## config.mk

```make
export PLATFORM = sky130hd
export DESIGN_NAME = i2c_slave_flat
export DESIGN_NICKNAME = d
export VERILOG_FILES = /design/src/rtl/i2c_pkg.sv /design/src/rtl/i2c_slave_if.sv /design/src/rtl/i2c_sync_edge.sv /design/src/rtl/i2c_slave.sv /design/src/flat_wrapper.sv
export SDC_FILE = /design/constraint.sdc
export NUM_CORES = 1
export LEC_CHECK = 0
export BUFFER_PORTS_ARGS = -buffer_cell sky130_fd_sc_hd__buf_2
export CORE_MARGIN = 5
export CORE_UTILIZATION = 62
export DETAILED_ROUTE_END_ITERATION = 7
export HOLD_SLACK_MARGIN = 0.03
export PLACE_DENSITY = 0.84
export SETUP_SLACK_MARGIN = 0.2
export SLEW_MARGIN = 20
export SYNTH_ARGS = -nofsm -noshare
export SYNTH_HDL_FRONTEND = slang
export SYNTH_SLANG_ARGS = --single-unit
```

## constraint.sdc

```tcl
create_clock -name CLK -period 3.6 [get_ports CLK]
set_clock_uncertainty 0.2 [all_clocks]
set_input_delay 0.9 -clock CLK [delete_from_list [all_inputs] [get_ports CLK]]
set_output_delay 0.9 -clock CLK [all_outputs]
set_load 0.03 [all_outputs]
```

## src/rtl/i2c_pkg.sv

```systemverilog
// Shared I2C definitions: target FSM states and ACK/NACK bus levels.
// Also imported by the I2C master so both ends agree on these values.
package i2c_pkg;

  typedef enum logic [2:0] {
    IDLE,
    ADDR,
    ADDR_ACK,
    WR_DATA,
    WR_ACK,
    RD_DATA,
    RD_ACK,
    WAIT_STOP
  } i2c_state_t;

  localparam logic I2C_ACK  = 1'b0;
  localparam logic I2C_NACK = 1'b1;

endpackage

```

## src/rtl/i2c_slave_if.sv

```systemverilog
// Bus pins and fabric-side byte handshake of the I2C target.
interface i2c_slave_if;
  logic       SCL_IN;
  logic       SDA_IN;
  logic       SDA_OE;
  logic [7:0] RX_DATA;
  logic       RX_VALID;
  logic [7:0] TX_DATA;
  logic       TX_REQ;
  logic       BUSY;

  modport slave (
    input  SCL_IN, SDA_IN, TX_DATA,
    output SDA_OE, RX_DATA, RX_VALID, TX_REQ, BUSY
  );

  modport master (
    output SCL_IN, SDA_IN, TX_DATA,
    input  SDA_OE, RX_DATA, RX_VALID, TX_REQ, BUSY
  );
endinterface

```

## src/rtl/i2c_sync_edge.sv

```systemverilog
// Multi-flop synchronizer for one asynchronous bus line plus rise/fall detect.
// Flops reset to 1 (idle bus level) so reset never fabricates an edge.
module i2c_sync_edge #(
  parameter int SYNC_STAGES = 2
) (
  input  logic CLK,
  input  logic RST_N,
  input  logic i_async,
  output logic o_level,
  output logic o_rise,
  output logic o_fall
);

  logic [SYNC_STAGES-1:0] r_sync;
  logic                   r_prev;

  always_ff @(posedge CLK) begin
    if (!RST_N) begin
      r_sync <= '1;
      r_prev <= 1'b1;
    end else begin
      r_sync <= {r_sync[SYNC_STAGES-2:0], i_async};
      r_prev <= r_sync[SYNC_STAGES-1];
    end
  end

  assign o_level = r_sync[SYNC_STAGES-1];
  assign o_rise  = r_sync[SYNC_STAGES-1] & ~r_prev;
  assign o_fall  = ~r_sync[SYNC_STAGES-1] & r_prev;

endmodule

```

## src/rtl/i2c_slave.sv

```systemverilog
// I2C target: address match + ACK, byte delivery on writes, byte fetch on reads.
// SDA is open-drain; every SDA_OE change happens on a synchronized SCL fall.
module i2c_slave
  import i2c_pkg::*;
#(
  parameter logic [6:0] SLAVE_ADDR  = 7'h19,
  parameter int         SYNC_STAGES = 2
) (
  input  logic        CLK,
  input  logic        RST_N,
  i2c_slave_if.slave  bus
);

  logic w_scl, w_scl_rise, w_scl_fall;
  logic w_sda, w_sda_rise, w_sda_fall;
  logic w_start, w_stop;

  i2c_sync_edge #(.SYNC_STAGES(SYNC_STAGES)) u_scl (
    .CLK(CLK), .RST_N(RST_N), .i_async(bus.SCL_IN),
    .o_level(w_scl), .o_rise(w_scl_rise), .o_fall(w_scl_fall)
  );

  i2c_sync_edge #(.SYNC_STAGES(SYNC_STAGES)) u_sda (
    .CLK(CLK), .RST_N(RST_N), .i_async(bus.SDA_IN),
    .o_level(w_sda), .o_rise(w_sda_rise), .o_fall(w_sda_fall)
  );

  assign w_start = w_sda_fall & w_scl;
  assign w_stop  = w_sda_rise & w_scl;

  i2c_state_t r_state;
  logic [2:0] r_cnt;
  logic [7:0] r_shift;
  logic [6:0] r_tx;
  logic       r_rw;
  logic       r_phase;
  logic       r_mack;
  logic       r_sda_oe;
  logic [7:0] r_rx_data;
  logic       r_rx_valid;
  logic       r_tx_req;
  logic       r_busy;

  always_ff @(posedge CLK) begin
    if (!RST_N) begin
      r_state    <= IDLE;
      r_cnt      <= 3'd0;
      r_shift    <= 8'h00;
      r_tx       <= 7'h00;
      r_rw       <= 1'b0;
      r_phase    <= 1'b0;
      r_mack     <= I2C_NACK;
      r_sda_oe   <= 1'b0;
      r_rx_data  <= 8'h00;
      r_rx_valid <= 1'b0;
      r_tx_req   <= 1'b0;
      r_busy     <= 1'b0;
    end else begin
      r_rx_valid <= 1'b0;
      r_tx_req   <= 1'b0;
      if (w_stop) begin
        r_state  <= IDLE;
        r_sda_oe <= 1'b0;
        r_busy   <= 1'b0;
        r_cnt    <= 3'd0;
      end else if (w_start) begin
        r_state  <= ADDR;
        r_sda_oe <= 1'b0;
        r_cnt    <= 3'd0;
      end else begin
        case (r_state)
          ADDR: if (w_scl_rise) begin
            r_shift <= {r_shift[6:0], w_sda};
            r_cnt   <= r_cnt + 3'd1;
            if (r_cnt == 3'd7) begin
              r_rw    <= w_sda;
              r_phase <= 1'b0;
              if (r_shift[6:0] == SLAVE_ADDR) begin
                r_state <= ADDR_ACK;
                r_busy  <= 1'b1;
              end else begin
                r_state <= WAIT_STOP;
                r_busy  <= 1'b0;
              end
            end
          end
          // r_phase distinguishes the fall that opens the ACK from the one that closes it
          ADDR_ACK: if (w_scl_fall) begin
            if (!r_phase) begin
              r_sda_oe <= ~I2C_ACK;
              r_phase  <= 1'b1;
            end else if (r_rw) begin
              r_tx     <= bus.TX_DATA[6:0];
              r_sda_oe <= ~bus.TX_DATA[7];
              r_tx_req <= 1'b1;
              r_state  <= RD_DATA;
            end else begin
              r_sda_oe <= 1'b0;
              r_state  <= WR_DATA;
            end
          end
          WR_DATA: if (w_scl_rise) begin
            r_shift <= {r_shift[6:0], w_sda};
            r_cnt   <= r_cnt + 3'd1;
            if (r_cnt == 3'd7) begin
              r_state <= WR_ACK;
              r_phase <= 1'b0;
            end
          end
          WR_ACK: if (w_scl_fall) begin
            if (!r_phase) begin
              r_sda_oe   <= ~I2C_ACK;
              r_phase    <= 1'b1;
              r_rx_data  <= r_shift;
              r_rx_valid <= 1'b1;
            end else begin
              r_sda_oe <= 1'b0;
              r_state  <= WR_DATA;
            end
          end
          RD_DATA: if (w_scl_rise) begin
            r_cnt <= r_cnt + 3'd1;
            if (r_cnt == 3'd7) begin
              r_state <= RD_ACK;
              r_phase <= 1'b0;
            end
          end else if (w_scl_fall) begin
            r_sda_oe <= ~r_tx[6];
            r_tx     <= {r_tx[5:0], 1'b0};
          end
          // First fall hands SDA back, the rise samples the master, the second fall acts on it
          RD_ACK: if (w_scl_rise) begin
            r_mack  <= w_sda;
            r_phase <= 1'b1;
          end else if (w_scl_fall) begin
            if (!r_phase) begin
              r_sda_oe <= 1'b0;
            end else if (r_mack == I2C_NACK) begin
              r_sda_oe <= 1'b0;
              r_busy   <= 1'b0;
              r_state  <= WAIT_STOP;
            end else begin
              r_tx     <= bus.TX_DATA[6:0];
              r_sda_oe <= ~bus.TX_DATA[7];
              r_tx_req <= 1'b1;
              r_state  <= RD_DATA;
            end
          end
          default: ;
        endcase
      end
    end
  end

  assign bus.SDA_OE   = r_sda_oe;
  assign bus.RX_DATA  = r_rx_data;
  assign bus.RX_VALID = r_rx_valid;
  assign bus.TX_REQ   = r_tx_req;
  assign bus.BUSY     = r_busy;

endmodule
```

## src/flat_wrapper.sv

```systemverilog
// flat-port wrapper written by rule: the top's interface ports become plain ports
module i2c_slave_flat import i2c_pkg::*;
#(
  parameter logic [6:0] SLAVE_ADDR  = 7'h19,
  parameter int         SYNC_STAGES = 2
)
  (CLK, RST_N, bus_SCL_IN, bus_SDA_IN, bus_TX_DATA, bus_SDA_OE, bus_RX_DATA, bus_RX_VALID, bus_TX_REQ, bus_BUSY);
  i2c_slave_if bus_i ();
  input  logic CLK;
  input  logic RST_N;
  input wire logic [$bits(bus_i.SCL_IN)-1:0] bus_SCL_IN;
  input wire logic [$bits(bus_i.SDA_IN)-1:0] bus_SDA_IN;
  input wire logic [$bits(bus_i.TX_DATA)-1:0] bus_TX_DATA;
  output wire logic [$bits(bus_i.SDA_OE)-1:0] bus_SDA_OE;
  output wire logic [$bits(bus_i.RX_DATA)-1:0] bus_RX_DATA;
  output wire logic [$bits(bus_i.RX_VALID)-1:0] bus_RX_VALID;
  output wire logic [$bits(bus_i.TX_REQ)-1:0] bus_TX_REQ;
  output wire logic [$bits(bus_i.BUSY)-1:0] bus_BUSY;
  assign bus_i.SCL_IN = bus_SCL_IN;
  assign bus_i.SDA_IN = bus_SDA_IN;
  assign bus_i.TX_DATA = bus_TX_DATA;
  assign bus_SDA_OE = bus_i.SDA_OE;
  assign bus_RX_DATA = bus_i.RX_DATA;
  assign bus_RX_VALID = bus_i.RX_VALID;
  assign bus_TX_REQ = bus_i.TX_REQ;
  assign bus_BUSY = bus_i.BUSY;
  i2c_slave #(.SLAVE_ADDR(SLAVE_ADDR), .SYNC_STAGES(SYNC_STAGES)) u_core (.CLK(CLK), .RST_N(RST_N), .bus(bus_i));
endmodule
```

* Yosys cells after proc, flatten, opt, wreduce, memory -nomap -nowiden *
Cells that the tools add are included.

word-level totals
  flip-flop bits (word level) = 42
  bits in latches = 0
  bits in writable memories = 0
  memory bits (read-only) = 0
  bits of input ports = 12
  output and inout bits = 12
  word-level logic and storage cells = 163
  memories kept = 0

operators by class
  $add $sub $neg = 1
  $mul = 0
  divide/modulo/power cells = 0
  $lt $le $gt $ge = 0
  equality and inequality tests = 43
  shifts and indexed selects = 0
  mux-type cells = 61
  bitwise logic cells = 18
  reductions and logical operators = 23

operator list
  kind                count
  $mux 7              9
  $mux 3              15
  $mux 1              30
  $reduce_and 14->1   2
  $ne 2x1->1 const B  11
  $ne 2x2->1 const B  11
  $ne 3x2->1 const B  7
  $pmux 7 s3          1
  $ne 3x1->1 const B  6
  $pmux 3 s6          1
  $reduce_and 7->1    2
  $eq 3x3->1 const B  4
  $not 1->1           12
  $reduce_and 12->1   1
  $reduce_and 5->1    2
  $reduce_and 4->1    2
  $reduce_and 8->1    1
  $eq 7x5->1 const B  1
  $reduce_bool 7->1   1
  $and 1x1->1         6
  $eq 3x2->1 const B  2
  $reduce_bool 3->1   2
  $reduce_bool 6->1   1
  $reduce_or 2->1     3
  other kinds (11)    13

* Depth between registers and ports, before layout *
  word-level depth = 6
  gate-level depth with buffers = 7
  gate-level depth less buffers = 7

* Cells and area by module *
From an unflattened synthesis, not the netlist that was laid out.

unflattened totals
  cell total of the unflattened synthesis = 212
  area, all modules = 1983.2 um^2

modules (own cells, without submodules)
  module         times used  cells an instance  area an instance (um^2)  sequential area each (um^2)
  i2c_slave      1           196                1800.5                   720.7
  i2c_sync_edge  2           8                  91.3                     60.1

* Worst setup path before layout *
No wires, ideal clock.

  path type = input to register
  start point = input RST_N
  end point = register u_core.r_rx_data[6] (netlist: u_core.bus.RX_DATA[6])
  setup time = 0.131 ns
  arrival time = 1.482 ns
  data required time = 3.269 ns
  slack = 1.787 ns
  stages = 3
  path buffers = 1
  path through = inv_1 -> clkbuf_1 -> nor2_1

RTL lines
  item                  RTL line            source
  from (decl)           flat_wrapper.sv:10  input logic RST_N;
  to (signal assigned)  i2c_slave.sv:114    r_rx_data <= r_shift;
  to (decl)             i2c_slave.sv:39     logic [7:0] r_rx_data;

No word-level cell between the ends.

* Worst setup path in the final report *
  start point = register u_core.r_state[0]
  end point = register u_core.r_tx[0]

on the way
  longest elaborated chain between the ends = 3
  elaborated cells between the ends (all ways) = 15
  classes of those cells = 12 x eq/ne; 1 x mux; 2 x reduce/logical

RTL lines
  item                                                 RTL line          source
  from (decl)                                          i2c_slave.sv:31   i2c_state_t r_state;
  from (signal assigned)                               i2c_slave.sv:46   r_state <= IDLE;
  from (signal assigned)                               i2c_slave.sv:62   r_state <= IDLE;
  from (signal assigned)                               i2c_slave.sv:67   r_state <= ADDR;
  $eq 3x3->1 / $eq 3x2->1 (equally long branches)      i2c_slave.sv:71   case (r_state)
  $ne 2x2->1 (no source line) (tied with other cells)  -
  $reduce_and 12->1 (no source line)                   -
  to (signal assigned)                                 i2c_slave.sv:93   r_tx <= bus.TX_DATA[6:0];
  to (signal assigned)                                 i2c_slave.sv:129  r_tx <= {r_tx[5:0], 1'b0};
  to (signal assigned)                                 i2c_slave.sv:143  r_tx <= bus.TX_DATA[6:0];
  to (decl)                                            i2c_slave.sv:34   logic [6:0] r_tx;

Parallel ways exist; a longest one is shown, timed or not.
A chain may end at the register's enable or synchronous reset.

==> out/metrics.sh <==
RUN_STATUS='finished, final reports clean'
SYNTH.FF_LATCH_COUNT=42
CAP_VIOL_MAX_COUNT=0
SETUP_VIOLATIONS=0
TOTAL_NUMBER_OF_PLACEMENT_ROWS=21
GRT_FIRST_PASS_WIRELENGTH_UM=6640
FIRSTDRTPASSITERS=4
CRIT_PATH_CELL_CHAIN='nand3b_1 -> nor2_1 -> o221a_4 -> nand2b_1 -> a21oi_2'
GLOBAL_ROUTE.USAGE.MET2=0.298
MET3_USAGE=0.0394
MET1_TRACK_DEMAND_OVER_RESOURCE_IN_GLOBAL_ROUTING=0.259
LAYOUT.FILLER_CELLS=284
TIMING.SETUP.CRITICAL_PATH_CLASS='flop to flop'
POST_SYNTH_INSTANCE_AREA_UM2=2100
FINAL_NET_COUNT=252
FINAL_MIN_PERIOD_OVER_CLOCK_PERIOD=0.693
GRT_OVERFLOW_TOTAL=0
REG2REG_DEPTH=5
TRITONCTS_BUFFERS=5
WORSTSKEWPAIRLATENCY_PS=350
NUM_IO_PINS=24
SETUP-TNS-FINAL_PS=0
PLACE_AREA_UM2=2180
SYNTH_CELL_TYPES=51
MIN-DELAY-PATH-CLASS='flop to flop'
ROUTED_WIRE_LENGTH_PER_INSTANCE_UM=14.3
SYNTHESIS.INSTANCES=220
NUMBER_OF_ENABLE_TYPE_REGISTER_CELLS_IN_THE_SYNTHESIZED_NETLIST=0
DRV_SLEW=0
YOSYS_WARNINGS=0
DIE_H_UM=68.2
YOSYS-TOP-CELLS-AREA='sky130_fd_sc_hd__dfxtp_1, sky130_fd_sc_hd__mux2i_1, sky130_fd_sc_hd__nor2_1'
SYNTHESIS.NETS=234
GRT_ANTENNA_BEFORE_REPAIR=0
CRITICAL_PATH.N_BUFFERS_INVERTERS=0
DRT_DRC_VIOLATIONS_LEFT=0
DRT_ITER0_MARKERS=110
INSERTEDDIODECOUNT=0
POWER_LEAKAGE_nW=0.991
CTS.SINK_COUNT=42
CTS-ROOT-TO-SINK-BUFFERS=2
START_UTIL=0.635
CRIT_PATH_END_KIND='flop'
ROUTE.DETAILED.VIAS_PER_INST=5.71
DRT_WL_TOTAL_UM=4080
TRITONCTS='done'
PATH_DELAY_FAMILY='simple AND/OR/NAND/NOR gates'
LAYOUT-DRIVE-GT1-SHARE=0.234
SETUP_REPAIR_BUFS_AFTER_CTS=0
OVERALL_DIE_WIDTH_UM=68.2
HPWL_UM=2890
SYNTH_TOP_FLOP_CELL='sky130_fd_sc_hd__dfxtp_1'
TIMING.CRITICAL_PATH.SLOWEST_CELL_DELAY_PS=810
HOLD_VIOLATIONS=0
POWER.IR.VDD_WORST_V=0.000233
VIAS=1628
WORST-PATH-MAX-FANOUT=22
SYNTH_AREA_PER_CELL_UM2=9.55
SYNTHTOLAYOUTAREAGROWTH_PCT=6.73
CRIT_CELLS=5
RSZ0062_AT_GRT='no'
GRT.BUSIEST_LAYER='met2'
CTS_REPAIR_RESIZE_COUNT=0
START_KIND='flop'
COREAREA_UM2=3310
YOSYSSEQAREASHARE=0.400
FLOORPLAN.DIE_AREA_UM2=4650
ANT_NETS=0
WORST-ENDPOINT-ARRIVAL_PS=2520
POWER-PER-CELL-AREA_nW_PER_UM2=339
PROPORTION_OF_NETLIST_AREA_HELD_BY_THE_LARGEST_AREA_CONTRIBUTOR=0.400
FINALWEIGHTEDCONGESTION=0.850
CTS_ROOT_BUF='sky130_fd_sc_hd__clkbuf_4'
MAX_FREQ_GHz=0.401
CLOCK_TREE.HTREE_LEVEL_COUNT=2
FINALINSTANCEAREA_UM2=2240
MIN_DELAY_PATH_DEPTH=1
CTS-HOLD-FIX-BUFFERS=0
NUMBER_OF_GLOBAL_ROUTE_VIAS_BEFORE_REPAIR=1381
FINAL.MIN_CLOCK_PERIOD_PS=2500
GRT_START_MAX_NET_PINS=26
WORSTPATHREQUIRED_PS=3620
CLK_PIN_SLEW_WORST_PATHS_PS=120
GRT_UTIL_ALL_LAYERS=0.195
WORST_PIN_SLEW_PS=905
YS_ASYNC_SR_FRACTION=0
SLEW_HEADROOM=0.396
TIMING.CRITICAL_PATH.SLOWEST_STAGE_CELL='sky130_fd_sc_hd__dfxtp_1'
BUFFER_PORTS.INSERTED=23
YOSYSTOPAREACELL='sky130_fd_sc_hd__dfxtp_1'
## through the flow
stage / hold slack (ps) / total power [W] / std cells / utilization / worst slack [ps]
final: 227 / 0.000761 / 285 / 0.678 / 1100
after global routing: 252 / 0.000798 / 285 / 0.678 / 906
after CTS: 236 / 0.000768 / 285 / 0.678 / 1130
after detailed placement: 205 / 0.000520 / 277 / 0.658 / 1140
after global placement: 189 / 0.000519 / 277 / 0.658 / 1210
after floorplan: 186 / 0.000510 / 220 / - / 1790
## final cells by class
class / count / area (um2) / share of cell area
clock inverter: 1 / 8.76 / 0.00390
inverter: 5 / 18.8 / 0.00837
timing repair buffer: 23 / 115 / 0.0513
multi-input combinational: 161 / 1150 / 0.511
clock buffer: 7 / 55.1 / 0.0245
tap: 46 / 57.6 / 0.0257
sequential: 42 / 841 / 0.375
## synth_stat cells (2+ instances only)
library cell	instances
sky130_fd_sc_hd__xor2_1	2
sky130_fd_sc_hd__or3_1	2
sky130_fd_sc_hd__nand3b_1	2
sky130_fd_sc_hd__nand3_1	10
sky130_fd_sc_hd__nor2_1	27
sky130_fd_sc_hd__clkbuf_1	3
sky130_fd_sc_hd__nor3_1	4
sky130_fd_sc_hd__a21oi_1	11
sky130_fd_sc_hd__o21ai_1	3
sky130_fd_sc_hd__ha_1	2
sky130_fd_sc_hd__nand2b_1	9
sky130_fd_sc_hd__dfxtp_1	42
sky130_fd_sc_hd__mux2i_1	24
sky130_fd_sc_hd__nand2_1	12
sky130_fd_sc_hd__nor2_2	3
sky130_fd_sc_hd__nand2b_4	2
sky130_fd_sc_hd__nor2b_1	4
sky130_fd_sc_hd__a21oi_2	2
sky130_fd_sc_hd__o21ai_0	5
sky130_fd_sc_hd__o31ai_1	4
sky130_fd_sc_hd__buf_6	3
sky130_fd_sc_hd__inv_1	4
sky130_fd_sc_hd__a211oi_2	6
sky130_fd_sc_hd__nand4bb_1	2
sky130_fd_sc_hd__a211oi_1	2
sky130_fd_sc_hd__a311oi_1	2
sky130_fd_sc_hd__buf_4	4
## sequential cells by signal, summed over array words and instances, names as in the netlist
signal	flops
u_core.bus.SDA_OE	1
u_core.bus.BUSY	1
u_core.r_shift	8
u_core.r_phase	1
u_core.u_sda.r_sync	2
u_core.r_state	3
u_core.bus.RX_DATA	8
u_core.r_cnt	3
u_core.r_tx	7
u_core.u_scl.r_prev	1
u_core.u_scl.r_sync	2
u_core.r_mack	1
u_core.r_rw	1
u_core.bus.RX_VALID	1
u_core.bus.TX_REQ	1
u_core.u_sda.r_prev	1
## cells by family after synthesis
kind of cell,Yosys count,synth area share
and+or+nand+nor,86,0.232
AOI/OAI and AO/OA,47,0.180
DFF,42,0.400
muxes,24,0.114
buffers and inverters,17,0.0542
xor gates and xnor gates,2,0.00833
adders and majority gates,2,0.0119
## worst paths after layout
check,start,endpoint,slack [ps]
worst max-delay path,u_core.r_state[0],u_core.r_tx[0],1100
worst max register to register,u_core.r_state[0],u_core.r_tx[0],1100
worst min-delay path,u_core.u_scl.r_sync[0],u_core.u_scl.r_sync[1],230
worst min register to register,u_core.u_scl.r_sync[0],u_core.u_scl.r_sync[1],230
## per-layer routing
metal / vias to the layer above / part of all wire / wire [um]
li1: 823 / - / -
met4: 0 / 0.020 / 80
met5: - / 0 / 0
met3: 8 / 0.056 / 228
met2: 42 / 0.48 / 1960
met1: 755 / 0.44 / 1820
## where the power goes
group	switching, W	total (W)	internal [W]
Sequential	0.00000698	0.000475	0.000468
Combinational	0.0000208	0.0000352	0.0000144
Clock	0.000153	0.000251	0.0000984
Total	0.000180	0.000761	0.000581
## cell usage in the layout, fill, tap and decap left out, types with 2 or more instances in the layout
master                       n
sky130_fd_sc_hd__nand2_1    12
sky130_fd_sc_hd__o21ai_1     3
sky130_fd_sc_hd__dfxtp_1    42
sky130_fd_sc_hd__nor2_1     27
sky130_fd_sc_hd__or3_1       2
sky130_fd_sc_hd__buf_2      23
sky130_fd_sc_hd__nand3b_1    2
sky130_fd_sc_hd__mux2i_1    24
sky130_fd_sc_hd__o31ai_1     4
sky130_fd_sc_hd__nand2b_1    9
sky130_fd_sc_hd__xor2_1      2
sky130_fd_sc_hd__a211oi_2    6
sky130_fd_sc_hd__inv_1       4
sky130_fd_sc_hd__nor2_2      3
sky130_fd_sc_hd__nor2b_1     4
sky130_fd_sc_hd__nor3_1      4
sky130_fd_sc_hd__o21ai_0     5
sky130_fd_sc_hd__a211oi_1    2
sky130_fd_sc_hd__nand3_1    10
sky130_fd_sc_hd__clkbuf_4    5
sky130_fd_sc_hd__a21oi_2     2
sky130_fd_sc_hd__a311oi_1    2
sky130_fd_sc_hd__nand4bb_1   2
sky130_fd_sc_hd__ha_1        2
sky130_fd_sc_hd__nand2b_4    2
sky130_fd_sc_hd__a21oi_1    11
## worst reg2reg max path: stages, from the launching register on
cell and delay [ps]:
sky130_fd_sc_hd__dfxtp_1 810, sky130_fd_sc_hd__nand3b_1 520, sky130_fd_sc_hd__nor2_1 280, sky130_fd_sc_hd__o221a_4 340, sky130_fd_sc_hd__nand2b_1 160, sky130_fd_sc_hd__a21oi_2 50
No activity file was read; power rests on OpenSTA's default activity.
